$ cat src/rtl/rr_packet_aggregator.sv
// rr_packet_aggregator: round-robin merge of NUM_CH header+payload packet streams into one registered output.
// Define RR_AGG_CH_TAG_EN to stamp the grant index into the top CH_W bits of each output header beat.
module rr_packet_aggregator #(
    parameter int DATA_WIDTH = 256,
    parameter int NUM_CH = 4,
    parameter int LEN_WIDTH = 8,
    parameter int MAX_LEN = 64,
    localparam int CH_W = $clog2(NUM_CH)
) (
    input  logic                         clk,
    input  logic                         reset,
    input  logic [NUM_CH*DATA_WIDTH-1:0] in_data,
    input  logic [NUM_CH-1:0]            in_valid,
    output logic [NUM_CH-1:0]            in_ready,
    output logic [DATA_WIDTH-1:0]        out_data,
    output logic                         out_valid,
    input  logic                         out_ready,
    output logic                         out_last,
    output logic [CH_W-1:0]              out_ch,
    output logic                         len_err
);
    typedef enum logic [1:0] {IDLE, HEADER, PAYLOAD} state_t;
    localparam logic [LEN_WIDTH-1:0] MAX_L = LEN_WIDTH'(MAX_LEN);
    state_t state_q, state_d;
    logic [CH_W-1:0] grant_q, grant_d, rr_ptr_q, rr_ptr_d, out_ch_q, out_ch_d, pick, idx, grant_nxt;
    logic [LEN_WIDTH-1:0] remaining_q, remaining_d, hdr_len;
    logic [DATA_WIDTH-1:0] out_data_q, out_data_d, beat, out_beat;
    logic out_valid_q, out_valid_d, out_last_q, out_last_d, len_err_q, len_err_d;
    logic found, out_free, xfer, pkt_end;

    assign out_free  = !out_valid_q || out_ready;
    assign xfer      = (state_q != IDLE) && out_free && in_valid[grant_q];
    assign beat      = in_data[grant_q*DATA_WIDTH +: DATA_WIDTH];
    assign hdr_len   = beat[LEN_WIDTH-1:0];
    assign grant_nxt = (grant_q == CH_W'(NUM_CH-1)) ? '0 : grant_q + 1'b1;
    assign pkt_end   = (state_q == HEADER) ? (hdr_len == '0) : (remaining_q == LEN_WIDTH'(1));

`ifdef RR_AGG_CH_TAG_EN
    always_comb begin
        out_beat = beat;
        if (state_q == HEADER) out_beat[DATA_WIDTH-1 -: CH_W] = grant_q;
    end
`else
    assign out_beat = beat;
`endif

    always_comb begin
        in_ready = '0;
        in_ready[grant_q] = (state_q != IDLE) && out_free;
    end

    // First requester at or after rr_ptr, wrapping.
    always_comb begin
        found = 1'b0;
        pick = rr_ptr_q;
        idx = '0;
        for (int i = 0; i < NUM_CH; i++) begin
            idx = CH_W'((int'(rr_ptr_q) + i) % NUM_CH);
            if (!found && in_valid[idx]) begin
                found = 1'b1;
                pick = idx;
            end
        end
    end

    always_comb begin
        state_d = state_q;
        grant_d = grant_q;
        rr_ptr_d = rr_ptr_q;
        remaining_d = remaining_q;
        len_err_d = len_err_q;
        out_data_d = out_data_q;
        out_valid_d = out_valid_q && !out_ready;
        out_last_d = out_last_q;
        out_ch_d = out_ch_q;
        if (state_q == IDLE && found) begin
            grant_d = pick;
            state_d = HEADER;
        end
        if (xfer) begin
            out_data_d = out_beat;
            out_valid_d = 1'b1;
            out_last_d = pkt_end;
            out_ch_d = grant_q;
            remaining_d = (state_q == HEADER) ? ((hdr_len > MAX_L) ? MAX_L : hdr_len) : remaining_q - 1'b1;
            len_err_d = len_err_q || (state_q == HEADER && hdr_len > MAX_L);
            state_d = pkt_end ? IDLE : PAYLOAD;
            rr_ptr_d = pkt_end ? grant_nxt : rr_ptr_q;
        end
    end

    always_ff @(posedge clk) begin
        if (!reset) begin
            state_q <= IDLE;
            grant_q <= '0;
            rr_ptr_q <= '0;
            remaining_q <= '0;
            len_err_q <= 1'b0;
            out_data_q <= '0;
            out_valid_q <= 1'b0;
            out_last_q <= 1'b0;
            out_ch_q <= '0;
        end else begin
            state_q <= state_d;
            grant_q <= grant_d;
            rr_ptr_q <= rr_ptr_d;
            remaining_q <= remaining_d;
            len_err_q <= len_err_d;
            out_data_q <= out_data_d;
            out_valid_q <= out_valid_d;
            out_last_q <= out_last_d;
            out_ch_q <= out_ch_d;
        end
    end

    assign out_data = out_data_q;
    assign out_valid = out_valid_q;
    assign out_last = out_last_q;
    assign out_ch = out_ch_q;
    assign len_err = len_err_q;
endmodule

$ cat config.mk
export PLATFORM = sky130hd
export DESIGN_NAME = rr_packet_aggregator
export DESIGN_NICKNAME = d
export VERILOG_FILES = /design/src/rtl/rr_packet_aggregator.sv
export SDC_FILE = /design/constraint.sdc
export NUM_CORES = 1
export LEC_CHECK = 0
export ABC_AREA = 1
export BUFFER_PORTS_ARGS = -buffer_cell sky130_fd_sc_hd__buf_4
export CAP_MARGIN = 40
export CORE_AREA = 2 2 508 510
export DETAILED_ROUTE_END_ITERATION = 10
export DIE_AREA = 0 0 510 512
export PLACE_DENSITY = 0.3
export SLEW_MARGIN = 30
export SYNTH_ARGS = -nofsm -noshare
export SYNTH_HDL_FRONTEND = slang
export SYNTH_SLANG_ARGS = --single-unit
$ cat constraint.sdc
create_clock -name clk -period 3.3 [get_ports clk]
set_clock_uncertainty 0.15 [all_clocks]
set_input_delay 0.495 -clock clk [delete_from_list [all_inputs] [get_ports clk]]
set_output_delay 0.495 -clock clk [all_outputs]
set_load 0.02 [all_outputs]
### After elaboration in Yosys (flattened, before gate mapping)

Index checks and enable logic that the tools add are counted.

* input bits: 1031
* bits in registers: 275
* logic and storage cells: 74
* output and inout bits: 265

* $lt $le $gt $ge: 7
* equal/unequal tests: 3
* bitwise gates (word level): 1
* shifts and indexed selects: 1
* add/subtract/negate cells: 5
* mux-type cells: 27
* reductions and logical operators: 21

Operators by type and width (number)
* variable part select 1024 x 11 -> 256 bit: 1
* 2-to-1 mux 8 bit: 2
* less-than comparator 2 x 3 -> 1 bit (second input constant): 5
* 2-to-1 mux 2 bit: 7
* 2-to-1 mux 1 bit: 12
* binary-select mux 1 bit (select 2 bit): 5
* logical AND 1 bit: 9
* equality test 8 x 1 -> 1 bit (second input constant): 1
* > comparator 8 x 7 -> 1 bit (second input constant): 1
* logical NOT 8 bit: 1
* subtractor 8 x 1 -> 8 bit (second input constant): 1
* logical NOT 1 bit: 5
* adder 2 x 1 -> 2 bit (second input constant): 2
* adder 2 bit (second input constant): 2
* AND 4 bit: 1
* nonzero test 2 bit: 2
* demux 1 bit (select 2 bit): 1
* equality test 2 x 1 -> 1 bit (second input constant): 1
* equality test 2 bit (second input constant): 1
* >= comparator 2 x 1 -> 1 bit (second input constant): 1
* logical NOT 2 bit: 1
* logical OR 1 bit: 2
* AND reduction 2 bit: 1

### Longest topological paths before layout

* depth in word-level cells: 15
* gate-level depth with buffers: 13
* depth with buffers taken out: 12

### Worst setup path after synthesis

Ideal clock, no wire load.

* kind: flip-flop to output port
* from: reg grant_q[0]
* to: out in_ready[0]
* stages on the path, launching flop included: 8
* path buffers: 3
* slack: 1.085 ns
* required time: 2.655 ns
* arrival: 1.570 ns
* path through: dfxtp_1 > inv_1 > buf_2 > buf_2 > clkbuf_1 > ha_1 > inv_1 > nor2_1

* cells in the longest elaborated chain, start to end: 5
* elaborated cells on any way between the ends: 6
* those cells by class: order compare (2); mux (2); bitwise (1); reduce/logical (1)

Ends and longest elaborated chain
* start, declared: RTL line 25 `logic [CH_W-1:0] grant_q, grant_d, rr_ptr_q, rr_ptr_d, out_ch_q, out_ch_d, pick, idx, grant_nxt;`
* start signal, assigned: RTL line 105 `grant_q <= grant_d;`
* less-than comparator 2 x 3 -> 1 bit (implied by the code) / >= comparator 2 x 1 -> 1 bit (equally long branches): RTL line 49 `in_ready[grant_q] = (state_q != IDLE) && out_free;`
* logical AND 1 bit: RTL line 49
* 2-to-1 mux 1 bit (implied by the code): RTL line 49
* demux 1 bit (select 2 bit) *: RTL line 49
* AND 4 bit (no source line) *
* end, declared: RTL line 14 `output logic [NUM_CH-1:0] in_ready,`

Every way passes the cells marked *; elsewhere a longest branch is shown, timed or not.

### Final worst setup path

* from: reg grant_q[0]
* to: reg out_data_q[208] (netlist: out_data[208])

* cells in the longest elaborated chain, start to end: 3
* elaborated cells on any way between the ends: 4
* those cells by class: shift (1); mux (2); reduce/logical (1)

Ends and longest elaborated chain
* parallel branches: the longest is 3 deep, another holds variable part select 1024 x 11 -> 256 bit
* end signal, assigned: RTL line 109 `out_data_q <= out_data_d;`
* end, declared: RTL line 27 `logic [DATA_WIDTH-1:0] out_data_q, out_data_d, beat, out_beat;`

Parallel ways; which one is timed is not known. The select of a mux whose other input is x is not followed.
A chain may end at the register's enable or synchronous reset.

==> out/metrics.yaml <==
status: "finished, final reports clean"
fin_crit_sh: 0.940
cts_made_buffers: 45
r2r_start: "grant_q[0]"
final_nets: 5249
insertion_delay_ns: 0.63
p_per_area_nw_per_um2: 904
clkPwrFrac: 0.165
path_cells: "inv_8 > o21ai_1 > a21oi_4 > buf_12 > buf_4 > o21ai_0 > a31oi_1 > dlygate4sd3_1"
drive_gt1_frac: 0.347
cell_internal_pwr_w: 0.0144
cts_root_buf: "clkbuf_16"
combPwrFrac: 0.643
syn-num-nets: 3823
io_buffer_count: 1295
fin_crit_ns: 3.10
drc: 0
finalSetupViolations: 0
dieHeight_um: 512
worst-path-buf-inv: 4
multi_input_area_um2: 10100
yosysSeqAreaShare: 0.326
io_pins: 1296
sw_frac_of_total: 0.541
vias: 26400
final_area_um2: 34800
ant_nets: 0
crit_path_start: "grant_q[0]"
via_per_inst: 3.45
cts_hold_repair.buffers: 249
path_class: "flip-flop to flip-flop"
worstReg2RegEnd: "out_data[208]"
final-hold-violation-count: 0
required_ns: 3.73
crit_slowest_cell: "dlygate4sd3_1"
crit_path_end_kind: "flip-flop"
placed_area_um2: 30600
dp.final_hpwl_um: 179000
syn_area_per_cell_um2: 6.06
cts_tree: "done"
start_util: 0.0660
first_pass_iters: 5
final_util: 0.136
final_common_cell: "buf_4"
grt_pass1_wl_um: 264000
layout_common_cells: "buf_4, nor2_1, o21ai_0"
worst_pin_slew_ns: 1.07
dieWidth_um: 510
synth-seq-cells: 275
netlist_instances: 2786
min_to: "out_data[67]"
p_sw_w: 0.0170
worstHoldPathCells: 3
groute.usage.overall: 0.153
rrSetupSlack_ns: 0.20
clk_pin_slew_ns: 0.06
synth_cell_type_count: 26
reg2reg_depth: 8
worst_setup_path_start_kind: "flip-flop"
globalplace.congestion: 0.886
relSlewSlack: 0.287
cts_resized: 0
ys_top_cells_by_area: "dfxtp_1, nor2_1, o21ai_0"
antenna_found_initial: 141
maxCapViolations: 0
netlist.area_leader.share: 0.326
synth_area_um2: 16900
syn2layout_area_growth_pct: 106
seq_area_um2: 5510
core_um2: 256000
routedWlPerCell_um: 27.3
ctsLongestPathBuffers: 3
p_leak_nw: 14.8
slowest_delay_ns: 0.56
ir_drop_mv: 0.752
overflow: 0
fillers: 29900
cts_sinks: 275
ys.warnings.count: 0
synth_top_cell_by_area: "dfxtp_1"
min_path_type: "input pin to flip-flop"
power_frac_seq: 0.192
timing.fmax_mhz: 322
grt_pass1_vias: 26500
worstPathArrival_ns: 3.53
drt_iter0_drc: 1703
htree_levels: 2
slew_viol_final: 0
tns_ns: 0
rows: 186
path_delay_family: "buffers and inverters"
cts_setup_buffers: 0
wl_um: 210000
grt_start_max_net_pins: 125
dieArea_um2: 261000
grt_setup_unrepaired: "no"
path_max_fanout: 50
min_from: "in_data[835]"
## state kept, by name (all words and copies together) (netlist names)
register and cells:
grant_q 2, len_err 1, out_ch 2, out_data 256, out_last 1, out_valid 1, remaining_q 8, rr_ptr_q 2
state_q 2
## worst max path at each step
stage / depth (start not counted) / to / slack, ns
CTS: 6 / in_ready[0] / 0.05
detailed placement: 11 / rr_ptr_q[0] / 0.57
global route: 8 / out_data[208] / 0.01
global placement: 11 / rr_ptr_q[1] / 0.55
finish: 8 / out_data[208] / 0.20
floorplan: 7 / in_ready[0] / 1.09
## power by group through the flow
stage	logic, W	registers, W	clock network, W
5_1_grt	0.0222	0.00624	0.00550
6_report	0.0203	0.00603	0.00520
3_3_place_gp	0.0200	0.00610	0
4_1_cts	0.0209	0.00606	0.00546
2_1_floorplan	0.00707	0.00760	0
3_5_place_dp	0.0201	0.00610	0
## cell type report
| class | instances | share of cell area |
|---|---|---|
| antenna | 43 | 0.00309 |
| clock buffer | 61 | 0.0364 |
| clock inverter | 21 | 0.00665 |
| inverter | 26 | 0.00323 |
| multi-input combinational | 2224 | 0.291 |
| sequential | 275 | 0.158 |
| tap | 3384 | 0.122 |
| timing repair buffer | 1640 | 0.380 |
## cells by family after synthesis
family,synth area share
AND/OR/NAND/NOR,0.262
adder cells (fa/ha/maj),0.00445
AO/OA/AOI/OAI,0.331
XOR/XNOR,0.00259
buffers and inverters,0.0744
flip-flops,0.326
## metal layers
| layer | track usage | vias up | wire (um) |
|---|---|---|---|
| li1 | - | 12400 | - |
| met1 | 0.177 | 12400 | 83400 |
| met2 | 0.244 | 1269 | 93200 |
| met3 | 0.0853 | 261 | 28000 |
| met4 | 0.0318 | 90 | 4700 |
| met5 | 0 | - | 575 |
## synth_stat cells
library cell / count
nor2_1: 1026
o21ai_0: 691
dfxtp_1: 275
a31oi_1: 248
buf_2: 131
clkbuf_1: 115
nand2_1: 103
o21ai_1: 76
a21oi_1: 30
nand3_1: 28
inv_1: 23
buf_1: 11
ha_1: 6
buf_4: 4
xor2_1: 3
inv_2: 2
nand4_1: 2
nor3_1: 2
o22ai_1: 2
xnor2_1: 2
a21oi_4: 1
and2_1: 1
clkinv_1: 1
nand3b_1: 1
o211ai_1: 1
o21a_1: 1
## per-stage QoR
step                      hold WS (ns)  setup WS (ns)  std cells  total power, W
after floorplan                  0.298           1.09       2786          0.0147
after global placement           0.304          0.552       7289          0.0261
after detailed placement         0.307          0.566       7295          0.0262
after CTS                    0.0000276         0.0511       7626          0.0325
after global routing            0.0341         0.0132       7642          0.0339
final                           0.0641          0.197       7674          0.0315
## tightest hold or removal path, cell delays in order
cell and delay, ns:
buf_4 0.11, o21ai_0 0.07, a31oi_1 0.14
No activity file was read; power rests on OpenSTA's default activity.
